===== src/rtl/rram_instr_fifo_if.sv =====
// rram_instr_fifo_if: push/pop handshake bundle for the instruction FIFO.
//   master : command producer / controller side (drives push_n, din, pop_n)
//   slave  : FIFO side (drives full, almost_full, empty, dout, count)
//   With RRAM_INSTR_FIFO_ERR_EN defined, the sticky overflow/underflow
//   flags are also carried.
interface rram_instr_fifo_if #(
    parameter int unsigned WIDTH = 20,
    parameter int unsigned DEPTH = 16
);
    localparam int unsigned CW = $clog2(DEPTH) + 1;

    logic             push_n;
    logic [WIDTH-1:0] din;
    logic             full;
    logic             almost_full;
    logic             pop_n;
    logic             empty;
    logic [WIDTH-1:0] dout;
    logic [CW-1:0]    count;
`ifdef RRAM_INSTR_FIFO_ERR_EN
    logic             overflow;
    logic             underflow;
`endif

    modport master (
        output push_n, din, pop_n,
        input  full, almost_full, empty, dout, count
`ifdef RRAM_INSTR_FIFO_ERR_EN
      , input  overflow, underflow
`endif
    );

    modport slave (
        input  push_n, din, pop_n,
        output full, almost_full, empty, dout, count
`ifdef RRAM_INSTR_FIFO_ERR_EN
      , output overflow, underflow
`endif
    );
endinterface


===== src/rtl/rram_instr_fifo.sv =====
// rram_instr_fifo: first-word-fall-through instruction FIFO feeding
// rram_controller_fsm. The head entry is always visible on dout while empty
// is low; an active-low pop retires it.
//   clk    : clock, rising edge
//   rst_n  : asynchronous active-low reset (clears pointers, count, array)
//   bus    : rram_instr_fifo_if.slave (push_n, din, full, almost_full,
//            pop_n, empty, dout, count [, overflow, underflow])
// Optional macro RRAM_INSTR_FIFO_ERR_EN adds sticky overflow/underflow flags.
module rram_instr_fifo #(
    parameter int unsigned WIDTH    = 20,
    parameter int unsigned DEPTH    = 16,
    parameter int unsigned AF_LEVEL = 12
) (
    input  logic                clk,
    input  logic                rst_n,
    rram_instr_fifo_if.slave    bus
);
    localparam int unsigned PW = $clog2(DEPTH);
    localparam int unsigned CW = PW + 1;

    logic [WIDTH-1:0] mem [DEPTH];
    logic [PW-1:0]    wp;
    logic [PW-1:0]    rp;
    logic [CW-1:0]    cnt;
    logic             pop_acc_c;
    logic             push_acc_c;

    // Accept decisions from pre-edge state; a pop frees the slot a full push needs.
    always_comb begin
        pop_acc_c  = 1'b0;
        push_acc_c = 1'b0;
        pop_acc_c  = !bus.pop_n && (cnt != '0);
        push_acc_c = !bus.push_n && ((cnt != CW'(DEPTH)) || pop_acc_c);
    end

    // Storage array, cleared on reset so dout reads 0 while empty after reset.
    always_ff @(posedge clk or negedge rst_n) begin
        if (!rst_n) begin
            for (int unsigned i = 0; i < DEPTH; i++) begin
                mem[i] <= '0;
            end
        end else if (push_acc_c) begin
            mem[wp] <= bus.din;
        end
    end

    // Pointers wrap naturally at DEPTH (power of two); occupancy tracks both.
    always_ff @(posedge clk or negedge rst_n) begin
        if (!rst_n) begin
            wp  <= '0;
            rp  <= '0;
            cnt <= '0;
        end else begin
            if (push_acc_c) wp <= wp + PW'(1);
            if (pop_acc_c)  rp <= rp + PW'(1);
            cnt <= cnt + CW'(push_acc_c) - CW'(pop_acc_c);
        end
    end

`ifdef RRAM_INSTR_FIFO_ERR_EN
    logic ovf_q;
    logic udf_q;

    // Sticky error flags, cleared only by reset.
    always_ff @(posedge clk or negedge rst_n) begin
        if (!rst_n) begin
            ovf_q <= 1'b0;
            udf_q <= 1'b0;
        end else begin
            if (!bus.push_n && !push_acc_c) ovf_q <= 1'b1;
            if (!bus.pop_n && (cnt == '0))  udf_q <= 1'b1;
        end
    end

    assign bus.overflow  = ovf_q;
    assign bus.underflow = udf_q;
`endif

    // Status decoded from the registered count only.
    assign bus.dout        = mem[rp];
    assign bus.count       = cnt;
    assign bus.empty       = (cnt == '0);
    assign bus.full        = (cnt == CW'(DEPTH));
    assign bus.almost_full = (cnt >= CW'(AF_LEVEL));

endmodule


===== src/flat_wrapper.sv =====
// flat-port wrapper written by rule: the top's interface ports become plain ports
module rram_instr_fifo_flat 
#(
    parameter int unsigned WIDTH    = 20,
    parameter int unsigned DEPTH    = 16,
    parameter int unsigned AF_LEVEL = 12
)
  (clk, rst_n, bus_push_n, bus_din, bus_pop_n, bus_full, bus_almost_full, bus_empty, bus_dout, bus_count);
  rram_instr_fifo_if #(.WIDTH(WIDTH), .DEPTH(DEPTH)) bus_i ();
  input  logic clk;
  input  logic rst_n;
  input wire logic [$bits(bus_i.push_n)-1:0] bus_push_n;
  input wire logic [$bits(bus_i.din)-1:0] bus_din;
  input wire logic [$bits(bus_i.pop_n)-1:0] bus_pop_n;
  output wire logic [$bits(bus_i.full)-1:0] bus_full;
  output wire logic [$bits(bus_i.almost_full)-1:0] bus_almost_full;
  output wire logic [$bits(bus_i.empty)-1:0] bus_empty;
  output wire logic [$bits(bus_i.dout)-1:0] bus_dout;
  output wire logic [$bits(bus_i.count)-1:0] bus_count;
  assign bus_i.push_n = bus_push_n;
  assign bus_i.din = bus_din;
  assign bus_i.pop_n = bus_pop_n;
  assign bus_full = bus_i.full;
  assign bus_almost_full = bus_i.almost_full;
  assign bus_empty = bus_i.empty;
  assign bus_dout = bus_i.dout;
  assign bus_count = bus_i.count;
  rram_instr_fifo #(.WIDTH(WIDTH), .DEPTH(DEPTH), .AF_LEVEL(AF_LEVEL)) u_core (.clk(clk), .rst_n(rst_n), .bus(bus_i));
endmodule

===== config.mk =====
export PLATFORM = sky130hd
export DESIGN_NAME = rram_instr_fifo_flat
export DESIGN_NICKNAME = d
export VERILOG_FILES = /design/src/rtl/rram_instr_fifo_if.sv /design/src/rtl/rram_instr_fifo.sv /design/src/flat_wrapper.sv
export SDC_FILE = /design/constraint.sdc
export NUM_CORES = 1
export LEC_CHECK = 0
export ABC_CLOCK_PERIOD_IN_PS = 2300
export CAP_MARGIN = 10
export CORE_MARGIN = 4
export CORE_UTILIZATION = 55
export CTS_CLUSTER_SIZE = 40
export DETAILED_ROUTE_END_ITERATION = 16
export GPL_TIMING_DRIVEN = 0
export MAX_ROUTING_LAYER = met4
export PLACE_DENSITY_LB_ADDON = 0.15
export SYNTH_ARGS = -nofsm -noshare
export SYNTH_HDL_FRONTEND = slang
export SYNTH_SLANG_ARGS = --single-unit

===== constraint.sdc =====
create_clock -name clk -period 2.3 [get_ports clk]
set_input_delay 0.69 -clock clk [delete_from_list [all_inputs] [get_ports clk]]
set_output_delay 0.69 -clock clk [all_outputs]
set_load 0.02 [all_outputs]

==> results_dict.tcl, run 1 <==
set metrics [dict create \
    cp-start-kind "flip-flop" \
    fin_crit_ns 3.07 \
    regToRegStartpoint "u_core.bus.count[3]" \
    grt_start_max_net_pins 123 \
    rsz0062_at_grt "yes" \
    switching_share 0.328 \
    max_freq_mhz 326 \
    crit_end "bus_dout[18]" \
    drv_slew 0 \
    r2r_end "u_core.bus.count[4]" \
    grt_pass1_vias 8944 \
    rows 60 \
    drive_gt1_frac 0.539 \
    numCtsBuffers 36 \
    outcome "complete, but fails checks" \
    combPwrFrac 0.443 \
    drc_errors 0 \
    critPathBufInv 4 \
    cp_slowest_cell "mux4_2" \
    reg2reg_slack_ns -0.01 \
    p_per_area_nw_per_um2 1570 \
    grt_use_total 0.230 \
    antenna_found_initial 0 \
    internal_power_mw 19.0 \
    final_nets 1106 \
    grt_pass1_wl_um 52400 \
    path_cells "clkbuf_16, buf_12, buf_12, mux4_2, a22oi_2, nand2_2, buf_6" \
    start_util 0.561 \
    dr.pass1.iters 4 \
    criticalPathCategory "flip-flop to output pin" \
    fin_skew_ns 0.0136 \
    async_flop_share 1.00 \
    worst_pin_slew_ns 0.638 \
    worst_slack_ns -0.771 \
    ioPinCount 52 \
    critPathMaxFanout 5 \
    synth_ff_type "dfrtp_1" \
    ys_ff_latch 333 \
    cts_tree "yes" \
    critPathRequiredTime_ns 1.61 \
    ant_nets 0 \
    period_share 1.34 \
    synth-edff-count 0 \
    cts_hold_buf 0 \
    ir_drop_mv 0.810 \
    gr-total-overflow 0 \
    p_clk_frac 0.196 \
    dieArea_sq_um 30400 \
    final-hold-violation-count 0 \
    finalSetupViolCount 23 \
    rr_worst_depth 13 \
    placed_cells 1380 \
    p_leak_nw 7.73 \
    p_seq_frac 0.361 \
    die_w_um 174 \
    stdcell_count 1461 \
    ys_seq_area_frac 0.548 \
    syn_nets 992 \
    setup.worst_path.end_class "output pin" \
    drtIter0Drc 547 \
    violations "negative setup slack" \
    cts.clk_slew.worst_paths_ns 0.06 \
    portBuffers 51 \
    via_count 8548 \
    place_congestion 0.867 \
    hold_path_class "primary input to async pin" \
    floorplan.die.height_um 174 \
    syn_to_final_growth_pct 18.6 \
    cp.arrival_ns 2.38 \
    fin_util 0.665 \
    cpLargestDelayFamily "buffers and inverters" \
    syn_avg_cell_area_sq_um 15.9 \
    fp.coreArea_sq_um 27100 \
    htree_levels 2 \
    syn-cell-area_sq_um 15200 \
    crit_start "u_core.rp[0]" \
    clockBufferDepth 3 \
    via_per_inst 5.85 \
    yosysWarnings 0 \
    slew_headroom 0.575 \
    drt_wl_total_um 33800 \
    path_common_cell "buf_12" \
    postSynthCellCount 954 \
    p_switching_mw 9.26 \
    cap_violations 0 \
    wl_per_cell_um 23.2 \
    max_stage_delay_ns 0.50 \
    insertion_delay_ns 0.51 \
    cts-root-buf "clkbuf_16" \
    path_depth 7 \
    n_antenna_cell 0 \
    ys_types 32 \
    clock-sinks 333 \
    dp_hpwl_um 22300 \
]
## routing by layer
metal,vias to the layer above,GRT usage,part of all wire
met2,162,0.330,0.46
met1,4585,0.349,0.47
met3,35,0.0441,0.063
li1,3766,-,-
met4,0,0.0432,0.014
met5,-,-,0
## flip-flops by register name (all words and copies together), names as in the netlist
name,cells
u_core.rp,4
u_core.wp,4
u_core.mem,320
u_core.bus.count,5
## placed cells by master, fill, tap and decap left out, types with 3 or more instances in the layout
cell type / netlist / layout
nor3_2: 10 / 10
xnor2_1: 6 / 6
buf_12: 0 / 7
clkbuf_4: 0 / 6
mux2_2: 307 / 307
clkbuf_16: 0 / 42
a22oi_2: 0 / 15
a22oi_1: 40 / 25
dlygate4sd2_1: 0 / 3
nand2_2: 0 / 5
nor2_1: 6 / 5
buf_2: 10 / 14
mux2_1: 14 / 14
ha_4: 0 / 4
buf_4: 28 / 38
buf_16: 0 / 7
clkdlybuf4s50_1: 0 / 22
nand2_1: 23 / 18
xor2_1: 3 / 3
buf_6: 3 / 16
inv_2: 0 / 5
mux4_2: 80 / 80
clkbuf_1: 40 / 40
nand2b_1: 5 / 5
dfrtp_1: 333 / 328
ha_1: 13 / 9
clkbuf_8: 0 / 13
dfrtp_2: 0 / 5
inv_1: 13 / 8
## power groups by stage
stage                     Sequential (mW)  Clock [mW]  Combinational, mW
after global placement               10.2           0               11.3
after floorplan                      9.83           0               8.18
final                                10.2        5.53               12.5
after detailed placement             10.2           0               11.6
after global routing                 10.5        5.87               13.4
after CTS                            10.2        5.64               12.0
## layout make-up
type | count | area, sq um
inverter | 13 | 48.8
clock inverter | 3 | 40.0
tap | 372 | 465
sequential | 333 | 8340
timing repair buffer | 76 | 856
buffer | 81 | 657
clock buffer | 56 | 1090
fill | 1914 | 9070
multi-input combinational | 527 | 6540
## logic make-up after synthesis
logic type                 synth area share
AOI/OAI and AO/OA                    0.0233
muxes                                 0.356
DFF                                   0.548
and+or+nand+nor                      0.0223
buffers and inverters                0.0324
adders and majority gates            0.0120
xor gates and xnor gates            0.00519
## through the flow
| step | TNS (ns) | hold WS, ns | area (sq um) | setup slack (ns) | power (mW) |
|---|---|---|---|---|---|
| 3_3_place_gp | -4758.18 | 0.461 | 16300 | -15.31 | 21.5 |
| 5_1_grt | -16.23 | 0.0427 | 18000 | -0.838 | 29.8 |
| 2_1_floorplan | -0.270 | 0.394 | 15300 | -0.213 | 18.0 |
| 4_1_cts | -15.17 | 0.0410 | 17800 | -0.809 | 27.8 |
| 6_report | -14.76 | 0.0398 | 18000 | -0.771 | 28.3 |
| 3_5_place_dp | -86.16 | 0.471 | 16300 | -1.11 | 21.8 |
## worst register-to-register path, cell delays in order (launching register included)
cell and delay (ns):
dfrtp_2 0.44, inv_2 0.08, ha_4 0.13, nor4b_4 0.26, nor2_4 0.09, ha_4 0.22, inv_2 0.06, ha_4 0.13
inv_2 0.04, fa_2 0.32, inv_1 0.06, a21oi_1 0.06, o21bai_1 0.18, xor2_1 0.16
## timing repair
item,CTS,global route
cloned,3,5
resized for setup,155,37
setup buffers,9,6
endpoints found under the setup margin,27,64
endpoints found under the hold margin,0,0
pin swaps,11,17
## cells in the mapped netlist (all sizes together), types with 2 or more instances
library cell  instances  area (sq um)
dfrtp               333          8330
mux2                321          3610
mux4                 80          1800
buf                  41           294
a22oi                40           300
clkbuf               40           150
nand2                23          86.3
ha                   13           163
inv                  13          48.8
nor3                 10           100
nor2                  6          22.5
xnor2                 6          52.6
nand2b                5          31.3
a21oi                 3          15.0
nor4                  3          33.8
xor2                  3          26.3
and2                  2          15.0
nand4                 2          12.5
nor2b                 2          12.5
## worst min-delay path by stage
stage              startpoint                   to  slack [ns]  cells after the start
4_1_cts                 rst_n      u_core.mem[293]        0.04                      1
2_1_floorplan           rst_n  u_core.bus.count[0]        0.39                      0
3_3_place_gp   u_core.mem[25]       u_core.mem[25]        0.46                      1
6_report                rst_n      u_core.mem[293]        0.04                      1
5_1_grt                 rst_n      u_core.mem[293]        0.04                      1
3_5_place_dp   u_core.mem[25]       u_core.mem[25]        0.47                      1
(Power assumes the default switching activity.)
==> run 2, diff against run 1 <==
ABC_AREA = 0   (was default)
==> results of run 2 <==
The final DEF is identical to that of run 1; final timing and power are the same.
